`src/rtl/ball_motion.sv`:
```
// Ball position/direction engine for breakout: latches collisions during the active frame,
// moves the ball once per vsync rising edge and sequences IDLE/SERVE/MOVE/HALT. Optional macro: SPEED_RAMP_EN.
module ball_motion #(
  parameter logic [9:0] H_MIN        = 10'd0,
  parameter logic [9:0] H_MAX        = 10'd639,
  parameter logic [9:0] V_MIN        = 10'd0,
  parameter logic [9:0] V_MAX        = 10'd479,
  parameter logic [9:0] SERVE_X      = 10'd320,
  parameter logic [9:0] SERVE_Y      = 10'd400,
  parameter logic [3:0] SPEED        = 4'd2,
`ifdef SPEED_RAMP_EN
  parameter logic [3:0] RAMP_HITS    = 4'd8,
  parameter logic [3:0] MAX_SPEED    = 4'd6,
`endif
  parameter logic [5:0] SERVE_FRAMES = 6'd30
) (
  input  logic       pxl_clk,
  input  logic       reset_n,
  input  logic       vsync,
  input  logic       start,
  input  logic       win,
  input  logic       lose,
  input  logic       h_collision,
  input  logic       v_collision,
  output logic [9:0] ball_x,
  output logic [9:0] ball_y,
  output logic       dir_x,
  output logic       dir_y,
  output logic [1:0] state,
  output logic       frame_tick,
  output logic [3:0] cur_speed
);

  typedef enum logic [1:0] {
    ST_IDLE  = 2'd0,
    ST_SERVE = 2'd1,
    ST_MOVE  = 2'd2,
    ST_HALT  = 2'd3
  } state_t;

  localparam logic [5:0] SERVE_LAST = SERVE_FRAMES - 6'd1;

  state_t      r_state;
  logic [9:0]  r_ball_x, r_ball_y;
  logic        r_dir_x, r_dir_y;
  logic        r_vsync_d, r_frame_tick;
  logic        r_h_hit, r_v_hit;
  logic [5:0]  r_serve_cnt;

  logic        w_edge;
  logic        w_dir_x_t, w_dir_y_t;
  logic [3:0]  w_speed;
  logic [10:0] w_spd11, w_x11, w_y11;
  logic [9:0]  w_next_x, w_next_y;
  logic        w_next_dx, w_next_dy;

`ifdef SPEED_RAMP_EN
  logic [3:0]  r_hit_cnt;
  logic [3:0]  r_cur_speed;
  assign w_speed = r_cur_speed;
`else
  assign w_speed = SPEED;
`endif

  assign w_edge    = vsync & ~r_vsync_d;
  assign w_dir_x_t = r_dir_x ^ r_h_hit;
  assign w_dir_y_t = r_dir_y ^ r_v_hit;
  assign w_spd11   = {7'd0, w_speed};
  assign w_x11     = {1'b0, r_ball_x};
  assign w_y11     = {1'b0, r_ball_y};

  // 11-bit compares so a step past the wall clamps instead of wrapping.
  always_comb begin
    w_next_x  = r_ball_x;
    w_next_dx = w_dir_x_t;
    if (w_dir_x_t) begin
      if (w_x11 + w_spd11 >= {1'b0, H_MAX}) begin
        w_next_x  = H_MAX;
        w_next_dx = 1'b0;
      end else begin
        w_next_x = r_ball_x + {6'd0, w_speed};
      end
    end else begin
      if (w_x11 <= {1'b0, H_MIN} + w_spd11) begin
        w_next_x  = H_MIN;
        w_next_dx = 1'b1;
      end else begin
        w_next_x = r_ball_x - {6'd0, w_speed};
      end
    end
  end

  // Bottom is a clamp only: the ball is lost there, so direction stays downward.
  always_comb begin
    w_next_y  = r_ball_y;
    w_next_dy = w_dir_y_t;
    if (w_dir_y_t) begin
      if (w_y11 <= {1'b0, V_MIN} + w_spd11) begin
        w_next_y  = V_MIN;
        w_next_dy = 1'b0;
      end else begin
        w_next_y = r_ball_y - {6'd0, w_speed};
      end
    end else begin
      if (w_y11 + w_spd11 >= {1'b0, V_MAX}) begin
        w_next_y  = V_MAX;
        w_next_dy = 1'b0;
      end else begin
        w_next_y = r_ball_y + {6'd0, w_speed};
      end
    end
  end

  always_ff @(posedge pxl_clk or negedge reset_n) begin
    if (!reset_n) begin
      r_state      <= ST_IDLE;
      r_ball_x     <= SERVE_X;
      r_ball_y     <= SERVE_Y;
      r_dir_x      <= 1'b1;
      r_dir_y      <= 1'b1;
      r_vsync_d    <= 1'b0;
      r_frame_tick <= 1'b0;
      r_h_hit      <= 1'b0;
      r_v_hit      <= 1'b0;
      r_serve_cnt  <= 6'd0;
`ifdef SPEED_RAMP_EN
      r_hit_cnt    <= 4'd0;
      r_cur_speed  <= SPEED;
`endif
    end else begin
      r_vsync_d    <= vsync;
      r_frame_tick <= w_edge;
      if (start) begin
        r_state     <= ST_SERVE;
        r_ball_x    <= SERVE_X;
        r_ball_y    <= SERVE_Y;
        r_dir_x     <= 1'b1;
        r_dir_y     <= 1'b1;
        r_h_hit     <= 1'b0;
        r_v_hit     <= 1'b0;
        r_serve_cnt <= 6'd0;
`ifdef SPEED_RAMP_EN
        r_hit_cnt   <= 4'd0;
        r_cur_speed <= SPEED;
`endif
      end else begin
        case (r_state)
          ST_SERVE: begin
            if (w_edge) begin
              if (r_serve_cnt == SERVE_LAST) begin
                r_state     <= ST_MOVE;
                r_serve_cnt <= 6'd0;
              end else begin
                r_serve_cnt <= r_serve_cnt + 6'd1;
              end
            end
          end
          ST_MOVE: begin
            if (win | lose) begin
              r_state <= ST_HALT;
            end else if (w_edge) begin
              r_ball_x <= w_next_x;
              r_ball_y <= w_next_y;
              r_dir_x  <= w_next_dx;
              r_dir_y  <= w_next_dy;
              r_h_hit  <= 1'b0;
              r_v_hit  <= 1'b0;
`ifdef SPEED_RAMP_EN
              if (r_v_hit) begin
                if (r_hit_cnt + 4'd1 == RAMP_HITS) begin
                  r_hit_cnt <= 4'd0;
                  if (r_cur_speed < MAX_SPEED) r_cur_speed <= r_cur_speed + 4'd1;
                end else begin
                  r_hit_cnt <= r_hit_cnt + 4'd1;
                end
              end
`endif
            end else if (!vsync) begin
              if (h_collision) r_h_hit <= 1'b1;
              if (v_collision) r_v_hit <= 1'b1;
            end
          end
          default: ;
        endcase
      end
    end
  end

  assign ball_x     = r_ball_x;
  assign ball_y     = r_ball_y;
  assign dir_x      = r_dir_x;
  assign dir_y      = r_dir_y;
  assign state      = r_state;
  assign frame_tick = r_frame_tick;
  assign cur_speed  = w_speed;

endmodule
```
`config.mk`:
```
export PLATFORM = sky130hd
export DESIGN_NAME = ball_motion
export DESIGN_NICKNAME = d
export VERILOG_FILES = /design/src/rtl/ball_motion.sv
export SDC_FILE = /design/constraint.sdc
export NUM_CORES = 1
export LEC_CHECK = 0
export CORE_MARGIN = 4
export CORE_UTILIZATION = 40
export CTS_CLUSTER_SIZE = 10
export DETAILED_ROUTE_END_ITERATION = 6
export GPL_TIMING_DRIVEN = 0
export PLACE_DENSITY_LB_ADDON = 0.2
export SYNTH_ARGS = -nofsm -noshare
export SYNTH_HDL_FRONTEND = slang
export SYNTH_SLANG_ARGS = --single-unit
```
`constraint.sdc`:
```
create_clock -name pxl_clk -period 2.4 [get_ports pxl_clk]
set_input_delay 0.24 -clock pxl_clk [delete_from_list [all_inputs] [get_ports pxl_clk]]
set_output_delay 0.24 -clock pxl_clk [all_outputs]
set_load 0.01 [all_outputs]
```
=== Yosys cells after proc, flatten, opt, wreduce, memory -nomap -nowiden ===
Index checks and enable logic that the tools add are counted.

* $add $sub $neg: 7
* $mul: 0
* Divide/modulo/power cells: 0
* $lt $le $gt $ge: 4
* Equality and inequality tests: 8
* Shifts and indexed selects: 0
* Multiplexer cells: 48
* Bitwise logic cells: 5
* Reductions and logical operators: 11

{| class="wikitable"
|+ Operators by type and width
! kind !! count
|-
| $mux W10 || 14
|-
| $mux W1 || 25
|-
| $mux W6 || 4
|-
| $add A10 B2 Y11 const B || 2
|-
| $add A10 B2 Y10 const B || 2
|-
| $le A10 B2 Y1 const B || 2
|-
| $sub A10 B2 Y10 const B || 2
|-
| $reduce_and A4 Y1 || 3
|-
| $ge A11 B10 Y1 const B || 1
|-
| $ge A11 B9 Y1 const B || 1
|-
| $ne A3 B3 Y1 const B || 3
|-
| $reduce_bool A3 Y1 || 3
|-
| $mux W2 || 4
|-
| $add A6 B1 Y6 const B || 1
|-
| $eq A6 B5 Y1 const B || 1
|-
| $reduce_bool A2 Y1 || 3
|-
| $pmux W2 S2 || 1
|-
| $ne A3 B1 Y1 const B || 1
|-
| $reduce_and A3 Y1 || 1
|-
| $eq A2 B1 Y1 const B || 1
|-
| $eq A2 B2 Y1 const B || 1
|-
| $ne A2 B2 Y1 const B || 1
|-
| $reduce_and A2 Y1 || 1
|-
| $xor A1 B1 Y1 || 2
|-
| other kinds (3) || 3
|}

* Flip-flop bits (word level): 34
* Latch bits: 0
* Bits in writable memories: 0
* ROM bits: 0
* Input bits: 8
* Output and inout port bits: 29
* Memories: 0

=== Depth between registers and ports, before layout ===
* Depth after elaboration: 8
* Gate-level depth with buffers: 9
* Depth with buffers taken out: 7

=== Worst setup path before layout ===
Ideal clock, no wire load.

* Path type: register -> register
* Start point: register r_ball_x[2] (netlist: ball_x[2])
* End point: register r_ball_x[3] (netlist: ball_x[3])
* Setup time: 0.132 ns
* Data arrival time: 2.047 ns
* Slack: 0.221 ns
* Cell stages (with the launch flop): 9
* Buffers on the path: 1
* Clock period less this slack: 2.179 ns
* Cell sequence: dfrtp_1 -> ha_1 -> and3_4 -> nand4_1 -> mux2_2 -> o32a_1 -> buf_6 -> o311ai_1 -> o21ai_1

* Longest elaborated chain between the ends: 8
* Elaborated cells on any way between the ends: 12
* Classes of those cells: add/sub: 3; order compare: 2; mux: 7

{| class="wikitable"
|+ RTL lines
! item !! RTL line !! source
|-
| start, declared || 44 || <nowiki>logic [9:0] r_ball_x, r_ball_y;</nowiki>
|-
| start signal, assigned || 162 || <nowiki>r_ball_x <= w_next_x;</nowiki>
|-
| $add A10 B2 Y11 || 77 || <nowiki>if (w_x11 + w_spd11 >= {1'b0, H_MAX}) begin</nowiki>
|-
| $ge A11 B10 Y1 || 77 ||
|-
| $mux W10 || 77 ||
|-
| $mux W10 (*) || 76 || <nowiki>if (w_dir_x_t) begin</nowiki>
|-
| $mux W10 (*) || 161 || <nowiki>end else if (w_edge) begin</nowiki>
|-
| $mux W10 (*) || 159 || <nowiki>if (win | lose) begin</nowiki>
|-
| $mux W10 (*) || 147 || <nowiki>case (r_state)</nowiki>
|-
| $mux W10 (*) || 133 || <nowiki>if (start) begin</nowiki>
|}

Every way passes the cells marked *; elsewhere a longest branch is shown, timed or not. The select of a mux whose other input is x is not followed.
A chain may end at the register's enable or synchronous reset.

=== Worst setup path in the final report ===
* Start point: register r_ball_x[1] (netlist: ball_x[1])
* End point: register r_ball_x[3] (netlist: ball_x[3])

Same word-level chain as after synthesis.

==> flow_metrics.py <==
metrics = {
    "outcome": {
        "status": "complete, no violations",
    },
    "clocking": {
        "cts_tree": "yes",
        "h-tree-depth": 2,
        "cts-hold-fix-buffers": 0,
        "clock_sink_count": 34,
        "clk-insertion-delay-late_ns": 0.29,
        "clk_transition_reported_paths_ns": 0.08,
        "clock_tree.root_cell": "clkbuf_8",
        "max-clock-path-buffers": 2,
        "cts_buf_count": 5,
    },
    "critical_path": {
        "arrival_ns": 2.36,
        "critical_path.startpoint_type": "register",
        "critical_path.reg2reg.startpoint": "ball_x[1]",
        "critical-path-max-stage-delay_ns": 0.37,
        "timing.critical_path.cells": "buf_2 > inv_1 > ha_1 > a21oi_1 > nor4_2 > o32a_1 > buf_6 > o311ai_1 > o21ai_1",
        "critical_path_class": "register to register",
        "end_kind": "register",
        "crit_required_ns": 2.56,
        "path_max_fanout": 9,
        "cp_num_buf_inv": 3,
        "worst_setup_path_startpoint": "ball_x[1]",
        "cp_top_family": "compound AO/OA/AOI/OAI gates",
        "critical-path-slowest-cell": "dfrtp_1",
    },
    "cells_and_area": {
        "share_of_layout_cells_above_drive_strength_1": 0.125,
        "area_growth_pct": 20.5,
        "num-fill-cells": 605,
        "design.final.nets": 375,
        "n_antenna_cell": 0,
    },
    "synth": {
        "post-synth-top-count-cell": "nor2_1",
        "synth_seq_cells": 34,
        "synthesis.area_um2": 2540,
        "sequential_to_total_area_share_from_yosys_stat": 0.338,
        "netlist_top_cells_count": "nor2_1, dfrtp_1, a21oi_1, nand2_1, o21ai_0",
        "netlist_top_cells_area": "dfrtp_1, dfstp_2, a21oi_1",
        "avgSynthCellArea_um2": 8.05,
        "synth_area_leader_cell": "dfrtp_1",
        "ys_warnings": 0,
        "synth_async_sr_flop_share": 1.00,
        "share_of_yosys_cell_area_claimed_by_the_top_area_cell_type": 0.265,
        "ys_dominant_reg_cell": "dfrtp_1",
        "number_of_enable_flip_flop_cells_after_synthesis": 0,
        "netlist_instances": 316,
        "yosys.cell_types.count": 55,
    },
    "global_route": {
        "grt_usage": 0.183,
        "global_route.overflow_total": 0,
        "grt_pass1_wl_um": 11100,
        "grt_start_max_net_pins": 35,
        "first_global_vias": 2327,
        "grt_antenna_before_repair": 0,
    },
    "pwr": {
        "cell_internal_pwr_uw": 866,
        "irDropWorstVdd_mv": 0.311,
        "power_frac_clock": 0.336,
        "power_leakage_nw": 1.21,
        "p_switching_uw": 362,
        "p_per_area_nw_per_um2": 401,
        "power.combinational.fraction": 0.168,
        "sequentialPowerShare": 0.497,
        "switching_share": 0.295,
    },
    "placed_design": {
        "post-place-ws_ns": -0.0146,
        "portBuffers": 31,
        "weighted_congestion_reported_at_the_end_of_routability_driven_placement": 0.938,
        "detailed_place_hpwl_um": 4670,
    },
    "floorplan": {
        "die_x_um": 87.8,
        "core_um2": 6060,
        "core.rowCount": 28,
        "top_level_ports": 37,
        "fp.dieH_um": 87.8,
        "die_area_um2": 7700,
        "start_util": 0.420,
    },
    "timing": {
        "worst_slew_pin_slew_ns": 0.804,
        "max_fclk_mhz": 456,
        "hold_slack_ns": 0.0361,
        "report.final.hold_viol_count": 0,
        "final_critical_path_setup_slack_ns": 0.208,
        "report.final.slew_viol_count": 0,
        "timing.max_slew.rel_slack": 0.464,
        "min_period_ns": 2.19,
        "min_period_over_period": 0.913,
        "setup-tns-final_ns": 0,
        "setup_viol": 0,
        "clock_skew_ns": 0.00826,
    },
    "detailed_routing": {
        "routed_antenna_nets": 0,
        "via_per_inst": 5.66,
        "totalWireLength_um": 6650,
        "avgRoutedWirePerCell_um": 15.3,
        "drcViolationCount": 0,
        "drt-pass1-iter-count": 5,
        "initialDrtViolationCount": 74,
        "routed-via-count": 2464,
    },
    "run": {
        "max-cap-violations": 0,
    },
    "worst_hold_path": {
        "worstHoldPathType": "primary input to asynchronous set/reset pin",
    },
}
-- what timing repair did --
item | in CTS | in global routing
pin swaps | 0 | 1
setup endpoints to repair | 2 | 9
setup buffers | 0 | 3
gates resized for setup | 1 | 3
endpoints found under the hold margin | 0 | 0
-- metal layers --
metal | up-vias | global-route usage | wire (µm) | share of wire
li1 | 1217 | - | - | -
met1 | 1173 | 0.243 | 3130 | 0.47
met2 | 63 | 0.299 | 3120 | 0.47
met3 | 11 | 0.0376 | 291 | 0.044
met4 | 0 | 0.0544 | 116 | 0.017
met5 | - | 0 | 0 | 0
-- cells by family after synthesis --
| group | after synthesis | synth area share |
|---|---|---|
| AO/OA/AOI/OAI | 97 | 0.244 |
| AND/OR/NAND/NOR | 116 | 0.230 |
| multiplexers | 2 | 0.00836 |
| flip-flops | 34 | 0.338 |
| other | 2 | 0.00295 |
| XOR/XNOR | 19 | 0.0654 |
| adder cells (fa/ha/maj) | 8 | 0.0393 |
| buffers and inverters | 38 | 0.0728 |
-- area by class of cell --
cell class	count	area [µm²]	area share
buffer	27	144	0.0469
clock buffer	6	72.6	0.0237
clock inverter	2	10.0	0.00326
inverter	11	41.3	0.0135
multi-input combinational	246	1520	0.494
sequential	34	861	0.281
tap	75	93.8	0.0306
timing repair buffer	34	328	0.107
-- state kept, by name (all words and copies together) (netlist names) --
signal       cells
frame_tick       1
dir_x            1
ball_x          10
r_vsync_d        1
ball_y          10
state            2
r_v_hit          1
r_serve_cnt      6
dir_y            1
r_h_hit          1
-- worst reg2reg max path, delay by kind of cell, from the launching register on --
family          cells  cell delay [ns]
compound gates      4             0.85
buf+inv             3             0.46
flops               1             0.37
fa+ha+maj           1             0.34
simple gates        1             0.07
-- cells in the final DEF (no fill, tap or decap), types with 3 or more instances in the layout --
cell,instances
nor2_1,31
nor4_1,3
nor2b_1,4
a21oi_1,25
o31ai_1,7
dfrtp_1,26
clkdlybuf4s50_1,30
o21a_1,4
o21ai_1,5
inv_1,11
buf_2,5
nand3_1,17
dfstp_2,7
conb_1,4
a31oi_1,10
clkbuf_1,16
and3_1,5
buf_4,9
clkbuf_8,5
or2_2,3
or3_1,3
ha_1,7
nand2_1,23
xnor2_1,9
nor3_1,12
o21ai_0,22
xor2_1,10
nand4_1,4
-- power groups by stage --
| stage | Combinational (mW) | Sequential [mW] | Clock [mW] |
|---|---|---|---|
| 2_1_floorplan | 0.131 | 0.621 | 0 |
| 3_3_place_gp | 0.204 | 0.620 | 0 |
| 3_5_place_dp | 0.204 | 0.621 | 0 |
| 4_1_cts | 0.205 | 0.610 | 0.423 |
| 5_1_grt | 0.234 | 0.613 | 0.449 |
| 6_report | 0.206 | 0.610 | 0.413 |
-- metrics by stage --
stage	cell area, µm²	instances	utilization	total power, mW
floorplan	2550	318	-	0.752
global placement	2960	424	0.488	0.825
detailed placement	2950	424	0.487	0.824
CTS	3040	432	0.501	1.24
global route	3070	435	0.506	1.30
finish	3070	435	0.506	1.23
-- worst paths after layout --
check | endpoint | slack (ns) | cells past startpoint
max in group asynchronous | ball_x[2] | 1.81 | 1
max | ball_x[3] | 0.21 | 9
min | ball_x[3] | 0.04 | 1
min reg2reg | r_serve_cnt[5] | 0.50 | 1
max reg2reg | ball_x[3] | 0.21 | 9
min in group pxl_clk | state[1] | 0.40 | 2
No activity file was read; power rests on OpenSTA's default activity.
